<file path="config.mk">
export PLATFORM = sky130hd
export DESIGN_NAME = state_unloader
export DESIGN_NICKNAME = d
export VERILOG_FILES = /design/src/rtl/state_unloader.sv
export SDC_FILE = /design/constraint.sdc
export NUM_CORES = 1
export LEC_CHECK = 0
export BUFFER_PORTS_ARGS = -buffer_cell sky130_fd_sc_hd__clkbuf_2
export CELL_PAD_IN_SITES_DETAIL_PLACEMENT = 0
export CELL_PAD_IN_SITES_GLOBAL_PLACEMENT = 1
export CORE_AREA = 5 5 151 153
export DETAILED_ROUTE_END_ITERATION = 8
export DIE_AREA = 0 0 156 158
export PLACE_DENSITY = 0.82
export SYNTH_ARGS = -nofsm -noshare
export SYNTH_HDL_FRONTEND = slang
export SYNTH_SLANG_ARGS = --single-unit
</file>
<file path="constraint.sdc">
create_clock -name clk -period 1.9 [get_ports clk]
set_input_delay 0.095 -clock clk [delete_from_list [all_inputs] [get_ports clk]]
set_output_delay 0.095 -clock clk [all_outputs]
set_load 0.02 [all_outputs]
</file>
<file path="src/rtl/state_unloader.sv">
// Unloads a captured cipher state as a stream of WORD-bit words, MSB word first,
// with a byte-keep mask on the final word and a one-cycle done pulse afterwards.
module state_unloader #(
  parameter  int WIDTH = 128,
  parameter  int WORD  = 32,
  parameter  int NW    = WIDTH / WORD,
  localparam int CW    = $clog2(NW + 1),
  localparam int KW    = WORD / 8,
  localparam int LBW   = $clog2(KW) + 1
) (
  input  logic             clk,
  input  logic             rst,
  input  logic             load,
  input  logic [WIDTH-1:0] state_in,
  input  logic [CW-1:0]    nwords,
  input  logic [LBW-1:0]   last_bytes,
  input  logic             m_ready,
  output logic [WORD-1:0]  m_data,
  output logic             m_valid,
  output logic             m_last,
  output logic [KW-1:0]    m_keep,
  output logic             busy,
  output logic             done
);

  typedef enum logic {
    IDLE = 1'b0,
    SEND = 1'b1
  } state_e;

  // Upper lb byte lanes enabled; zero or out-of-range lb means a full word.
  function automatic logic [KW-1:0] keep_mask(input logic [LBW-1:0] lb);
    logic [KW-1:0] m;
    if ((lb == {LBW{1'b0}}) || (int'(lb) >= KW)) begin
      m = {KW{1'b1}};
    end else begin
      m = ~({KW{1'b1}} >> lb);
    end
    return m;
  endfunction

  function automatic logic [WORD-1:0] byte_mask(input logic [KW-1:0] k);
    logic [WORD-1:0] m;
    m = {WORD{1'b0}};
    for (int i = 0; i < KW; i++) begin
      m[i*8 +: 8] = {8{k[i]}};
    end
    return m;
  endfunction

  state_e           state_q, state_d;
  logic [WIDTH-1:0] sr_q, sr_d;
  logic [CW-1:0]    cnt_q, cnt_d;
  logic [LBW-1:0]   lb_q, lb_d;
  logic [WORD-1:0]  data_q, data_d;
  logic             valid_q, valid_d;
  logic             last_q, last_d;
  logic [KW-1:0]    keep_q, keep_d;
  logic             done_q, done_d;

  // Next-state: capture on load in IDLE, shift out one word per accepted transfer.
  always_comb begin
    state_d = state_q;
    sr_d    = sr_q;
    cnt_d   = cnt_q;
    lb_d    = lb_q;
    done_d  = 1'b0;
    case (state_q)
      IDLE: begin
        if (load) begin
          sr_d    = state_in;
          lb_d    = last_bytes;
          state_d = SEND;
          if ((nwords == {CW{1'b0}}) || (nwords > CW'(NW))) begin
            cnt_d = CW'(NW);
          end else begin
            cnt_d = nwords;
          end
        end else begin
          state_d = IDLE;
        end
      end
      SEND: begin
        if (m_ready) begin
          sr_d  = sr_q << WORD;
          cnt_d = cnt_q - CW'(1);
          if (cnt_q == CW'(1)) begin
            state_d = IDLE;
            done_d  = 1'b1;
          end else begin
            state_d = SEND;
          end
        end else begin
          state_d = SEND;
        end
      end
      default: begin
        state_d = IDLE;
      end
    endcase
  end

  // Output words are precomputed from next state so every output leaves a flop.
  always_comb begin
    valid_d = 1'b0;
    last_d  = 1'b0;
    keep_d  = {KW{1'b0}};
    data_d  = {WORD{1'b0}};
    if (state_d == SEND) begin
      valid_d = 1'b1;
      last_d  = (cnt_d == CW'(1));
      if (last_d) begin
        keep_d = keep_mask(lb_d);
      end else begin
        keep_d = {KW{1'b1}};
      end
      data_d = sr_d[WIDTH-1 -: WORD] & byte_mask(keep_d);
    end else begin
      valid_d = 1'b0;
    end
  end

  // State and output registers.
  always_ff @(posedge clk or negedge rst) begin
    if (!rst) begin
      state_q <= IDLE;
      sr_q    <= {WIDTH{1'b0}};
      cnt_q   <= {CW{1'b0}};
      lb_q    <= {LBW{1'b0}};
      data_q  <= {WORD{1'b0}};
      valid_q <= 1'b0;
      last_q  <= 1'b0;
      keep_q  <= {KW{1'b0}};
      done_q  <= 1'b0;
    end else begin
      state_q <= state_d;
      sr_q    <= sr_d;
      cnt_q   <= cnt_d;
      lb_q    <= lb_d;
      data_q  <= data_d;
      valid_q <= valid_d;
      last_q  <= last_d;
      keep_q  <= keep_d;
      done_q  <= done_d;
    end
  end

  assign m_data  = data_q;
  assign m_valid = valid_q;
  assign m_last  = last_q;
  assign m_keep  = keep_q;
  assign done    = done_q;
  assign busy    = (state_q == SEND);

endmodule
</file>
### After elaboration in Yosys (flattened, before gate mapping)

Index checks and enable logic that the tools add are counted.

* register bits after elaboration: 174
* input bits: 138
* output and inout bits: 40
* logic and storage cells: 49

* add/sub/neg operators: 1
* $lt $le $gt $ge: 2
* equal/unequal tests: 4
* shift operators: 1
* multiplexer cells: 23
* bitwise operators: 3
* reduce and logical (&&, ||, !) cells: 5

Operator list (number)
* 128-bit two-way mux: 2
* 128-bit one-hot mux with 2 select lines: 1
* 32-bit AND: 1
* 32-bit two-way mux: 1
* 4-bit two-way mux: 4
* 3-bit two-way mux: 5
* 1-bit two-way mux: 8
* 3-bit by 1-bit == test with 1-bit output, second input constant: 2
* 3-bit zero test: 2
* 3-bit one-hot mux with 2 select lines: 1
* 2-bit != test, second input constant: 2
* 4-bit inverter: 1
* 4-bit by 3-bit >> shifter with 4-bit output, first input constant: 1
* 3-bit >= comparator, second input constant: 1
* 3-bit greater-than comparator, second input constant: 1
* 3-bit by 1-bit subtractor with 3-bit output, second input constant: 1
* 1-bit logical OR: 2
* 1-bit one-hot mux with 2 select lines: 1
* 2-bit AND reduction: 1
* 1-bit inverter: 1

### Depth between registers and ports, before layout

Gate-level depths: netlist of run 1.

* depth in word-level cells: 10
* mapped depth: 8
* gate-level depth less buffers: 7

### Worst setup path after synthesis of run 1

Ideal clock, no wire load.

* kind: reg2reg
* from: register state_q, in the netlist busy
* to: register data_q[10], in the netlist m_data[10]
* library setup time: 0.142 ns
* arrival time: 2.038 ns
* required time: 1.758 ns
* path slack: -0.279 ns
* stages on the path, launching flop included: 8
* path buffers: 2
* clock period less this slack: 2.179 ns
* cell sequence: dfrtp_1 buf_2 nor2b_1 buf_2 mux2i_1 o211ai_2 o31ai_4 a211oi_1

* word-level cells in the longest chain between the ends: 8
* elaborated cells between the ends (all ways): 16
* classes of those cells: order compare: 1; eq/ne: 1; shift: 1; mux: 8; bitwise: 3; reduce/logical: 2

RTL lines
* start, declared: RTL line 51 `state_e state_q, state_d;`
* start signal, assigned: RTL line 136 `state_q <= state_d;`
* 3-bit two-way mux: RTL line 68 `case (state_q)`
* 3-bit >= comparator (tied with other cells): RTL line 34 `if ((lb == {LBW{1'b0}}) || (int'(lb) >= KW)) begin`
* 1-bit logical OR / 4-bit inverter (equally long branches): RTL line 34, 37
* 4-bit two-way mux: RTL line 34
* 4-bit two-way mux: RTL line 112 `if (last_d) begin`
* 4-bit two-way mux: RTL line 109 `if (state_d == SEND) begin`
* 32-bit AND: RTL line 117 `data_d = sr_d[WIDTH-1 -: WORD] & byte_mask(keep_d);`
* 32-bit two-way mux (*): RTL line 109
* via data_d[10]: RTL line 55 `logic [WORD-1:0] data_q, data_d;`
* end signal, assigned: RTL line 130 `data_q <= {WORD{1'b0}};`
* end signal, assigned: RTL line 140 `data_q <= data_d;`
* end, declared: RTL line 55

The timed path passes the listed nets; every way through them passes the cells marked *. The select of a mux whose other input is x is not followed.
A chain may end at the register's enable or synchronous reset.

### Worst setup path in the final report of run 1

* from: register cnt_q[1]
* to: register data_q[22], in the netlist m_data[22]

* word-level cells in the longest chain between the ends: 8
* elaborated cells between the ends (all ways): 13
* classes of those cells: add/sub: 1; eq/ne: 2; mux: 9; bitwise: 1

RTL lines
* start, declared: RTL line 53 `logic [CW-1:0] cnt_q, cnt_d;`
* start signal, assigned: RTL line 128 `cnt_q <= {CW{1'b0}};`
* start signal, assigned: RTL line 138 `cnt_q <= cnt_d;`
* 3-bit by 1-bit subtractor with 3-bit output: RTL line 86 `cnt_d = cnt_q - CW'(1);`
* 3-bit two-way mux: RTL line 84 `if (m_ready) begin`
* 3-bit one-hot mux with 2 select lines (*): RTL line 68
* via cnt_d[1]: RTL line 53
* 3-bit by 1-bit == test with 1-bit output (*): RTL line 111 `last_d = (cnt_d == CW'(1));`
* 4-bit two-way mux (*): RTL line 112
* 4-bit two-way mux (*): RTL line 109
* 32-bit AND (*): RTL line 117
* 32-bit two-way mux (*): RTL line 109
* via data_d[22]: RTL line 55

Marked as above.

==> qor.csv, run 1 <==
metric;value;unit
post-synth net total;873;
root buffer selected by CTS;clkbuf_16;
port bufs;177;
WL per Instance;17.2;um
Yosys top cell by area;dfrtp_1;
LEAKAGE;5.24;nW
Die H;158;um
Die ar.;24600;um2
post-synthesis adder-cell area fraction;0.00471;
Cells after Synth;732;
io pins;178;
final setup margin;-0.199;ns
crit share post-route;1.10;
Post-synth ARST share;1.00;
WS Path Type;flop to flop;
worst-path fanout max;9;
Compound-Gate Fraction of Synth Area;0.204;
Worst Path Arrival;2.36;ns
HPWL Detailed;15000;um
vias in the first global route;6677;
Final Setup Violations;27;
Yosys reg bits;173;
Worst-Margin Slew;0.646;ns
Max Freq;476;MHz
GRT Total Usage;0.185;
Finished Cell Area;11300;um2
Clock Path Buffers;2;
CP max stage cell;dfrtp_1;
# clock sinks;173;
CTS clk-pin slew, worst paths;0.06;ns
startpoint types;flop;
largest family of logic cells by synthesized area;compound AO/OA/AOI/OAI gates;
Chip Width;156;um
initial antenna violation count;1;
HP Class;primary input to flop;
Post-Route WL;22600;um
DRC errors left;0;
GP Congestion;0.846;
number of routed nets with antenna violations;0;
post-synthesis mux area share;0.0995;
P&R area growth vs syn;41.2;%
delay-heaviest family, CP;compound AO/OA/AOI/OAI gates;
Row Count;54;
DR vias;6702;
Buf/Inv on CP;2;
Synth top area share;0.543;
drt first pass iters;4;
Final Hold Fails;0;
CTS tree;done;
largest net degree at the start of global routing;131;
syn_area_per_cell;10.9;um2
H-Tree Depth;4;
register area share after synthesis;0.543;
Yosys warning total;0;
Crit path largest cell delay;0.37;ns
skew final;0.00862;ns
most common flop cell mapped by yosys;dfrtp_1;
Placed Area;9360;um2
share of layout cells above drive strength 1;0.251;
global route overflow;0;
MaxCap Viol Count;0;
initial DRC count;374;
Tmin final;2.10;ns
Power Density;1420;nW/um2
RSZ-0062 raised after global routing;yes;
violated checks;setup timing;
cell area after synthesis;7970;um2
Setup Total Neg Slack;-4.63;ns
Netlist cell types;31;
commonest non-fill, non-tap cell in the layout;clkbuf_2;
Via-to-Cell Ratio;5.09;
status;finished with violations;
largest cells by area after synthesis;dfrtp_1, mux2i_1, a211oi_1;
Setup crit end kind;flop;
total CTS buffers;17;
Final #Nets;1164;
CP Cell Sequence;inv_2 -> ha_4 -> and3b_1 -> a221o_1 -> a211o_4 -> o31ai_4 -> buf_12 -> a211oi_1;
Slew HR;0.569;
first-pass GRT wire length;36300;um
Post-Synth XOR/XNOR Area;0.00110;
starting density of the core;0.372;
Worst VDD drop;641;uV
number of synthesized flops with an enable pin;0;
commonest non-fill, non-tap cells in the layout;clkbuf_2, dfrtp_1, dlygate4sd3_1;
critical path required time;2.16;ns
clock latency on the worst-skew pair;0.42;ns
simple-gate share of the synthesized area;0.111;
Core Region;21400;um2
Slew Viols, Final;0;
## area by class of cell
| cell class | instances | area, um2 |
|---|---|---|
| clock inverter | 8 | 131 |
| inverter | 9 | 33.8 |
| fill | 1876 | 10200 |
| multi-input combinational | 486 | 3390 |
| sequential | 173 | 4330 |
| timing repair buffer | 336 | 2510 |
| tap | 280 | 350 |
| clock buffer | 23 | 498 |
| antenna | 1 | 2.50 |
## power breakdown
part / switching (mW) / internal (mW)
Clock: 1.43 / 2.25
Sequential: 1.02 / 5.31
Combinational: 3.25 / 2.76
## worst min-delay path: stages
cell	delay, ns
clkbuf_2	0.10
a211oi_1	0.08
a21oi_1	0.12
## cells in the mapped netlist (2+ instances only)
| library cell | count |
|---|---|
| dfrtp_1 | 173 |
| buf_2 | 10 |
| a21oi_1 | 74 |
| a31oi_1 | 22 |
| nor2b_1 | 79 |
| inv_1 | 9 |
| a211oi_1 | 97 |
| mux2_2 | 2 |
| ha_1 | 3 |
| nor3_1 | 3 |
| a22o_1 | 32 |
| nand2b_1 | 2 |
| buf_1 | 14 |
| nor2_1 | 27 |
| nand2_1 | 46 |
| o31ai_4 | 2 |
| or2_2 | 2 |
| mux2i_1 | 77 |
| buf_4 | 3 |
| and2_1 | 8 |
| clkbuf_1 | 37 |
## sequential cells by signal, summed over array words and instances, names as in the netlist
name	cells
m_data	32
cnt_q	3
m_last	1
busy	1
sr_q	128
lb_q	3
m_keep	4
done	1
## per-layer routing
metal | global-route usage | vias to the layer above | part of all wire
li1 | - | 3249 | -
met1 | 0.276 | 3242 | 0.49
met2 | 0.275 | 181 | 0.44
met3 | 0.0334 | 30 | 0.050
met4 | 0.0563 | 0 | 0.017
met5 | 0 | - | 0
## timing repair
item                                    CTS  global route
gates resized for setup                   4             1
buffers inserted                          1             0
gates cloned                              0             0
hold buffers                            122             0
pin swaps                                 0             0
endpoints found under the setup margin   33            34
hold endpoints to repair                184             0
## worst paths after layout
check | end | slack (ns) | startpoint | cells past startpoint
worst min-delay path | sr_q[119] | 0.02 | state_in[119] | 3
worst max register to register | m_data[22] | -0.20 | cnt_q[1] | 8
worst min register to register | sr_q[125] | 0.49 | sr_q[125] | 2
min in group asynchronous | sr_q[65] | 0.27 | rst | 2
worst max-delay path | m_data[22] | -0.20 | cnt_q[1] | 8
max in group asynchronous | m_data[19] | 0.99 | rst | 3
## per-stage QoR
| step | instances | hold WS [ns] | setup WS, ns | total power [mW] | utilization |
|---|---|---|---|---|---|
| 2_1_floorplan | 732 | -0.201 | -0.0827 | 9.99 | - |
| 6_report | 1316 | 0.0199 | -0.199 | 16.0 | 0.525 |
| 3_5_place_dp | 1161 | 0.160 | -0.203 | 12.1 | 0.437 |
| 4_1_cts | 1315 | 0.00157 | -0.198 | 16.1 | 0.525 |
| 5_1_grt | 1316 | 0.0172 | -0.265 | 17.1 | 0.525 |
| 3_3_place_gp | 1161 | 0.161 | -0.171 | 11.9 | 0.437 |
## cell families (layout without fill, tap and decap cells)
logic type               after synthesis  in the layout
buffers and inverters                 73            376
flip-flops                           173            173
AND/OR/NAND/NOR                      170            170
adder cells (fa/ha/maj)                3              3
AO/OA/AOI/OAI                        233            233
multiplexers                          79             79
other                                  0              1
XOR/XNOR                               1              1
(Power assumes the default switching activity.)
==> run 2: changes to the inputs <==
==> config.mk (replaced) <==
export PLATFORM = sky130hd
export DESIGN_NAME = state_unloader
export DESIGN_NICKNAME = d
export VERILOG_FILES = /design/src/rtl/state_unloader.sv
export SDC_FILE = /design/constraint.sdc
export NUM_CORES = 1
export LEC_CHECK = 0
export BUFFER_PORTS_ARGS = -buffer_cell sky130_fd_sc_hd__clkbuf_2
export CELL_PAD_IN_SITES_DETAIL_PLACEMENT = 1
export CELL_PAD_IN_SITES_GLOBAL_PLACEMENT = 1
export CORE_AREA = 5 5 134 168
export CTS_BUF_LIST = sky130_fd_sc_hd__clkbuf_2
export DETAILED_ROUTE_END_ITERATION = 8
export DIE_AREA = 0 0 139 173
export PLACE_DENSITY = 0.84
export SYNTH_ARGS = -nofsm -noshare
export SYNTH_HDL_FRONTEND = slang
export SYNTH_SLANG_ARGS = --single-unit
==> qor.csv, run 2 (synthesis results as in run 1) <==
metric;value;unit;change
Die H;173;um;+9.5%
WL per Instance;22.5;um;+31%
CP max stage cell;dfrtp_4;;
CP Cell Sequence;buf_4 -> nor2b_4 -> mux2i_2 -> o211ai_2 -> o31ai_4 -> buf_12 -> a211oi_1;;
crit share post-route;1.19;;+0.0833
delay-heaviest family, CP;compound AO/OA/AOI/OAI gates;;
Worst Path Arrival;2.87;ns;+0.51 ns
Post-Route WL;30100;um;+33%
Fillers;2262;;+21%
Tmin final;2.26;ns;+0.158 ns
DRC errors left;0;;unchanged
HP Class;primary input to flop;;
GRT Total Usage;0.243;;+0.0573
met2 WL;15700;um;+58%
total CTS buffers;17;;unchanged
CTS clk-pin slew, worst paths;0.26;ns;+0.20 ns
Crit path largest cell delay;0.58;ns;+0.21 ns
Slew HR;0.486;;-0.0835
violated checks;setup timing;;
vias in the first global route;7915;;+19%
Finished Cell Area;11300;um2;about the same
LEAKAGE;5.25;nW;+0.19%
Buf/Inv on CP;2;;unchanged
io pins;178;;unchanged
Worst VDD drop;670;uV;+4.6%
P&R area growth vs syn;41.2;%;about the same
clock latency on the worst-skew pair;0.77;ns;+0.35 ns
number of routed nets with antenna violations;0;;unchanged
RSZ-0062 raised after global routing;yes;;
Placed Area;9270;um2;-1.0%
WS Path Type;flop to flop;;
number of flip-flops in the largest register;128;;unchanged
# clock sinks;173;;unchanged
DR WL met3;1280;um;+12%
initial antenna violation count;5;;+4
Power Density;1390;nW/um2;-2.4%
status;finished with violations;;
Top reg by flops;sr_q;;
Row Count;59;;+9.3%
initial DRC count;456;;+22%
Slew Viols, Final;0;;unchanged
total power;15.6;mW;-2.4%
Setup Total Neg Slack;-8.49;ns;-3.86 ns
Final #Nets;1187;;+2.0%
root buffer selected by CTS;clkbuf_2;;
drt first pass iters;5;;+1
Setup crit end kind;flop;;
highest metal used;met4;;
M1 wire length;12100;um;+8.3%
commonest non-fill, non-tap cell in the layout;clkbuf_2;;
critical path required time;2.51;ns;+0.35 ns
GP Congestion;0.794;;-6.2%
CTS tree;done;;
Final Setup Violations;32;;+19%
Die ar.;24000;um2;-2.4%
largest net degree at the start of global routing;88;;-33%
skew final;0.0356;ns;+0.0270 ns
HPWL Detailed;17100;um;+14%
global route overflow;0;;unchanged
commonest non-fill, non-tap cells in the layout;clkbuf_2, dfrtp_1, dlygate4sd3_1;;
Chip Width;139;um;-11%
worst-path fanout max;9;;unchanged
port bufs;177;;unchanged
DR vias;7289;;+8.8%
Final Hold Fails;0;;unchanged
Worst-Margin Slew;0.771;ns;+0.125 ns
Core Region;20700;um2;-3.5%
Via-to-Cell Ratio;5.45;;+7.0%
final setup margin;-0.358;ns;-0.158 ns
startpoint types;flop;;
Max Freq;443;MHz;-7.0%
Clock Path Buffers;2;;unchanged
first-pass GRT wire length;46100;um;+27%
starting density of the core;0.386;;+0.0135
share of layout cells above drive strength 1;0.259;;+0.00753
MaxCap Viol Count;0;;unchanged
H-Tree Depth;4;;unchanged
run 2: worst paths after layout:
kind | start | endpoint | slack (ns) | cells past startpoint
min in group asynchronous | rst | cnt_q[1] | 0.41 | 4
max in group asynchronous | rst | sr_q[57] | 1.17 | 4
min reg2reg | sr_q[17] | sr_q[17] | 0.54 | 1
min | state_in[12] | sr_q[12] | 0.08 | 3
max reg2reg | busy | m_data[21] | -0.36 | 7
max | busy | m_data[21] | -0.36 | 7
run 2: area by class of cell:
type	instances	area, um2	share of cell area
repair buffers	359	2780	0.247
clock buffers	20	100	0.00890
inverters	9	33.8	0.00300
clock inverters	12	193	0.0171
flip-flops and latches	173	4330	0.385
multi-input cells	486	3450	0.307
well taps	274	343	0.0305
diodes	5	12.5	0.00111
run 2: stage by stage:
step / instances / setup slack, ns / utilization / hold WS (ns)
after global placement: 1148 / -0.202 / 0.448 / 0.0348
final: 1338 / -0.358 / 0.544 / 0.0835
after global routing: 1338 / -0.377 / 0.544 / 0.00539
after CTS: 1328 / -0.265 / 0.535 / 0.000661
after floorplan: 732 / -0.0827 / - / -0.201
after detailed placement: 1148 / -0.295 / 0.448 / 0.0340
run 2: layer usage:
metal | global-route usage | up-vias
met1 | 0.295 | 3710
li1 | - | 3290
met3 | 0.0522 | 59
met5 | 0 | -
met4 | 0.0967 | 0
met2 | 0.420 | 230
run 2: worst register-to-register path, stage by stage (launching register included):
cell and delay (ns):
dfrtp_4 0.58, buf_4 0.17, nor2b_4 0.26, mux2i_2 0.33
o211ai_2 0.24, o31ai_4 0.29, buf_12 0.17, a211oi_1 0.07
run 2: what timing repair did:
item / 4_1_cts / 5_1_grt
hold buffers: 143 / 2
buffers inserted: 5 / 2
resized for setup: 5 / 31
endpoints found under the setup margin: 30 / 75
gates cloned: 0 / 1
pin swaps: 1 / 5
hold endpoints to repair: 346 / 2
run 2: where the power goes:
part | switching [mW] | total (mW) | internal (mW)
sequential | 1.19 | 6.47 | 5.28
combinational | 3.79 | 6.85 | 3.05
clock | 1.30 | 2.31 | 1.01
total | 6.29 | 15.6 | 9.34
==> run 3: changes to the inputs <==
==> config.mk (replaced) <==
export PLATFORM = sky130hd
export DESIGN_NAME = state_unloader
export DESIGN_NICKNAME = d
export VERILOG_FILES = /design/src/rtl/state_unloader.sv
export SDC_FILE = /design/constraint.sdc
export NUM_CORES = 1
export LEC_CHECK = 0
export ABC_AREA = 1
export BUFFER_PORTS_ARGS = -buffer_cell sky130_fd_sc_hd__clkbuf_2
export CELL_PAD_IN_SITES_DETAIL_PLACEMENT = 1
export CELL_PAD_IN_SITES_GLOBAL_PLACEMENT = 1
export CORE_AREA = 5 5 133 166
export CTS_BUF_LIST = sky130_fd_sc_hd__clkbuf_2
export DETAILED_ROUTE_END_ITERATION = 8
export DIE_AREA = 0 0 138 171
export PLACE_DENSITY = 0.83
export SYNTH_ARGS = -nofsm -noshare
export SYNTH_HDL_FRONTEND = slang
export SYNTH_SLANG_ARGS = --single-unit
==> constraint.sdc (replaced) <==
create_clock -name clk -period 1.9 [get_ports clk]
set_input_delay 0.38 -clock clk [delete_from_list [all_inputs] [get_ports clk]]
set_output_delay 0.38 -clock clk [all_outputs]
set_load 0.02 [all_outputs]
==> qor.csv, run 3 <==
metric;value;unit;change
Psw;5.80;mW;-7.7%
clock latency on the worst-skew pair;0.75;ns;-0.02 ns
number of routed nets with antenna violations;0;;unchanged
fin cells;1409;;+5.3%
Top reg by flops;sr_q;;
Slew HR;0.671;;+0.185
Seq pwr share;0.444;;+0.030
Tmin final;1.87;ns;-0.383 ns
Via-to-Cell Ratio;5.01;;-8.0%
Setup Total Neg Slack;0;ns;+8.49 ns
P&R area growth vs syn;40.8;%;
CP max stage cell;dfrtp_2;;
Yosys reg bits;173;;unchanged
io pins;178;;unchanged
total CTS buffers;17;;unchanged
skew final;0.0469;ns;+0.0113 ns
vias in the first global route;7899;;-0.20%
logic gate share of total power;0.412;;-0.026
placed cell count;1227;;+6.9%
Crit Reg-Reg Endpoint;m_data[9];;
RSZ-0062 raised after global routing;yes;;
root buffer selected by CTS;clkbuf_2;;
commonest non-fill, non-tap cell in the layout;nand2_1;;
Synth top area share;0.588;;+0.0448
Fillers;2410;;+6.5%
synth cell count leaders;nand2_1, dfrtp_1, inv_1;;
crit share post-route;0.987;;-0.202
CP Cell Sequence;buf_6 -> clkbuf_8;;
FF-to-FF Start;busy;;
GRT Total Usage;0.227;;-0.0155
cell area after synthesis;7360;um2;-7.6%
startpoint types;flop;;
Die H;171;um;-1.2%
port bufs;177;;unchanged
starting density of the core;0.359;;-0.0268
Post-synth ARST share;1.00;;unchanged
Final #Nets;1255;;+5.7%
Setup crit end kind;output port;;
Worst VDD drop;481;uV;-28%
post-synth net total;939;;+7.6%
R2R Setup Slk;0.04;ns;+0.40 ns
Worst Hold Path EP;cnt_q[1];;
# clock sinks;173;;unchanged
status;complete, no violations;;
Netlist cell types;29;;-6.5%
Core Region;20500;um2;-0.71%
Finished Cell Area;10400;um2;-7.8%
Yosys warning total;0;;unchanged
first-pass GRT wire length;42400;um;-8.0%
Chip Width;138;um;-0.72%
CTS clk-pin slew, worst paths;0.25;ns;about the same
initial DRC count;431;;-5.5%
final hold slack;0.0939;ns;+0.0104 ns
Yosys top cell by area;dfrtp_1;;
syn_area_per_cell;9.23;um2;-15%
sw frac;0.424;;+0.0210
WS Path Type;flop to output port;;
Placed Area;8650;um2;-6.7%
register area share after synthesis;0.588;;+0.0448
largest cells by area after synthesis;dfrtp_1, nand2_1, a22oi_1;;
HP Class;primary input to flop;;
final setup margin;0.0255;ns;+0.383 ns
largest net degree at the start of global routing;73;;-17%
Buf/Inv on CP;2;;unchanged
critical path required time;1.52;ns;-0.99 ns
Place WS;-0.136;ns;+0.159 ns
MaxCap Viol Count;0;;unchanged
CTS tree;done;;
Final Setup Violations;0;;-100%
Slew Viols, Final;0;;unchanged
Row Count;59;;unchanged
Cells after Synth;798;;+9.0%
number of flip-flops in the largest register;128;;unchanged
Power Density;1320;nW/um2;-4.9%
GP Congestion;0.830;;+4.7%
H-Tree Depth;4;;unchanged
share of layout cells above drive strength 1;0.240;;-0.0189
WHS Path Cells;4;;+1
R2R cell count;9;;+2
global route overflow;0;;unchanged
HP Start;m_ready;;
Clock Path Buffers;2;;unchanged
initial antenna violation count;8;;+3
most common flop cell mapped by yosys;dfrtp_1;;
Post-Route WL;27400;um;-8.9%
Crit path largest cell delay;0.49;ns;-0.09 ns
DRC errors left;0;;unchanged
commonest non-fill, non-tap cells in the layout;nand2_1, clkbuf_2, dfrtp_1;;
DR vias;7063;;-3.1%
WL per Instance;19.4;um;-14%
clock share of power;0.143;;-0.005
most frequent cell after synthesis;nand2_1;;
Die ar.;23600;um2;-1.9%
Int Power;7.90;mW;-15%
Worst Path Arrival;1.49;ns;-1.38 ns
delay-heaviest family, CP;flip-flops;;
total power;13.7;mW;-12%
Final Hold Fails;0;;unchanged
number of synthesized flops with an enable pin;0;;unchanged
fin util;0.505;;-0.0391
Worst-Margin Slew;0.492;ns;-0.279 ns
HPWL Detailed;15900;um;-7.1%
drt first pass iters;4;;-1
worst-path fanout max;3;;-6
Max Freq;533;MHz;+20%
LEAKAGE;5.32;nW;+1.4%
## run 3: cell types whose count changed in the layout (fill, tap and decap cells not counted), moves of 16 or more
| cell | delta |
|---|---|
| mux2i_1 | -73 |
| o211ai_1 | +20 |
| a211oi_1 | -92 |
| inv_1 | +81 |
| or2_2 | +16 |
| a22oi_1 | +50 |
| a21oi_1 | -62 |
| nor2b_1 | -78 |
| nand2_1 | +187 |
| o21ai_0 | +40 |
## run 3: worst max path at each step
| stage | cells past startpoint | slack, ns | to | from |
|---|---|---|---|---|
| after floorplan | 9 | 0.21 | m_data[0] | nwords[1] |
| after global placement | 10 | -0.06 | m_data[9] | nwords[1] |
| after detailed placement | 10 | -0.14 | m_data[12] | nwords[1] |
| after CTS | 2 | -0.04 | busy | busy |
| after global routing | 2 | -0.06 | busy | busy |
| final | 2 | 0.03 | busy | busy |
## run 3: area by class of cell
type	instances	area, um2	share of cell area
Multi-Input combinational cell	489	2530	0.244
Tap cell	274	343	0.0331
Clock inverter	14	145	0.0140
Timing Repair Buffer	341	2570	0.248
Inverter	92	345	0.0333
Antenna cell	9	22.5	0.00217
Sequential cell	173	4330	0.418
Clock buffer	17	85.1	0.00821
## run 3: worst reg2reg max path, stage by stage, from the launching register on
cell	delay [ns]
dfrtp_2	0.45
buf_4	0.19
inv_1	0.08
buf_4	0.20
nand3_1	0.11
nand2_1	0.10
nand2_1	0.09
nand3_1	0.20
o21bai_2	0.31
nor2_1	0.07
## run 3: kinds of logic after synthesis
| group | Yosys count | share of synthesized area |
|---|---|---|
| adders and majority gates | 3 | 0.00510 |
| AOI/OAI and AO/OA | 174 | 0.162 |
| DFF | 173 | 0.588 |
| and+or+nand+nor | 310 | 0.170 |
| buffers and inverters | 138 | 0.0748 |
## run 3: power groups by stage
stage	logic, mW	registers (mW)	clock network, mW
3_3_place_gp	4.82	6.02	0
5_1_grt	6.21	6.23	2.14
2_1_floorplan	2.95	6.28	0
4_1_cts	5.39	6.00	1.99
6_report	5.65	6.09	1.96
3_5_place_dp	5.04	6.10	0
## run 3: per-layer routing
layer  track usage  share of wire  up-vias
met1         0.259           0.39     3479
met2         0.403           0.52      250
met3        0.0419          0.039       96
li1              -              -     3238
met4         0.128          0.053        0
met5             0              0        -
## run 3: what timing repair did
action | in CTS | in global routing
buffers inserted | 2 | 0
hold endpoints to repair | 336 | 0
setup endpoints to repair | 6 | 55
resized for setup | 6 | 6
gates cloned | 0 | 2
hold buffers | 138 | 0
pin swaps | 0 | 4
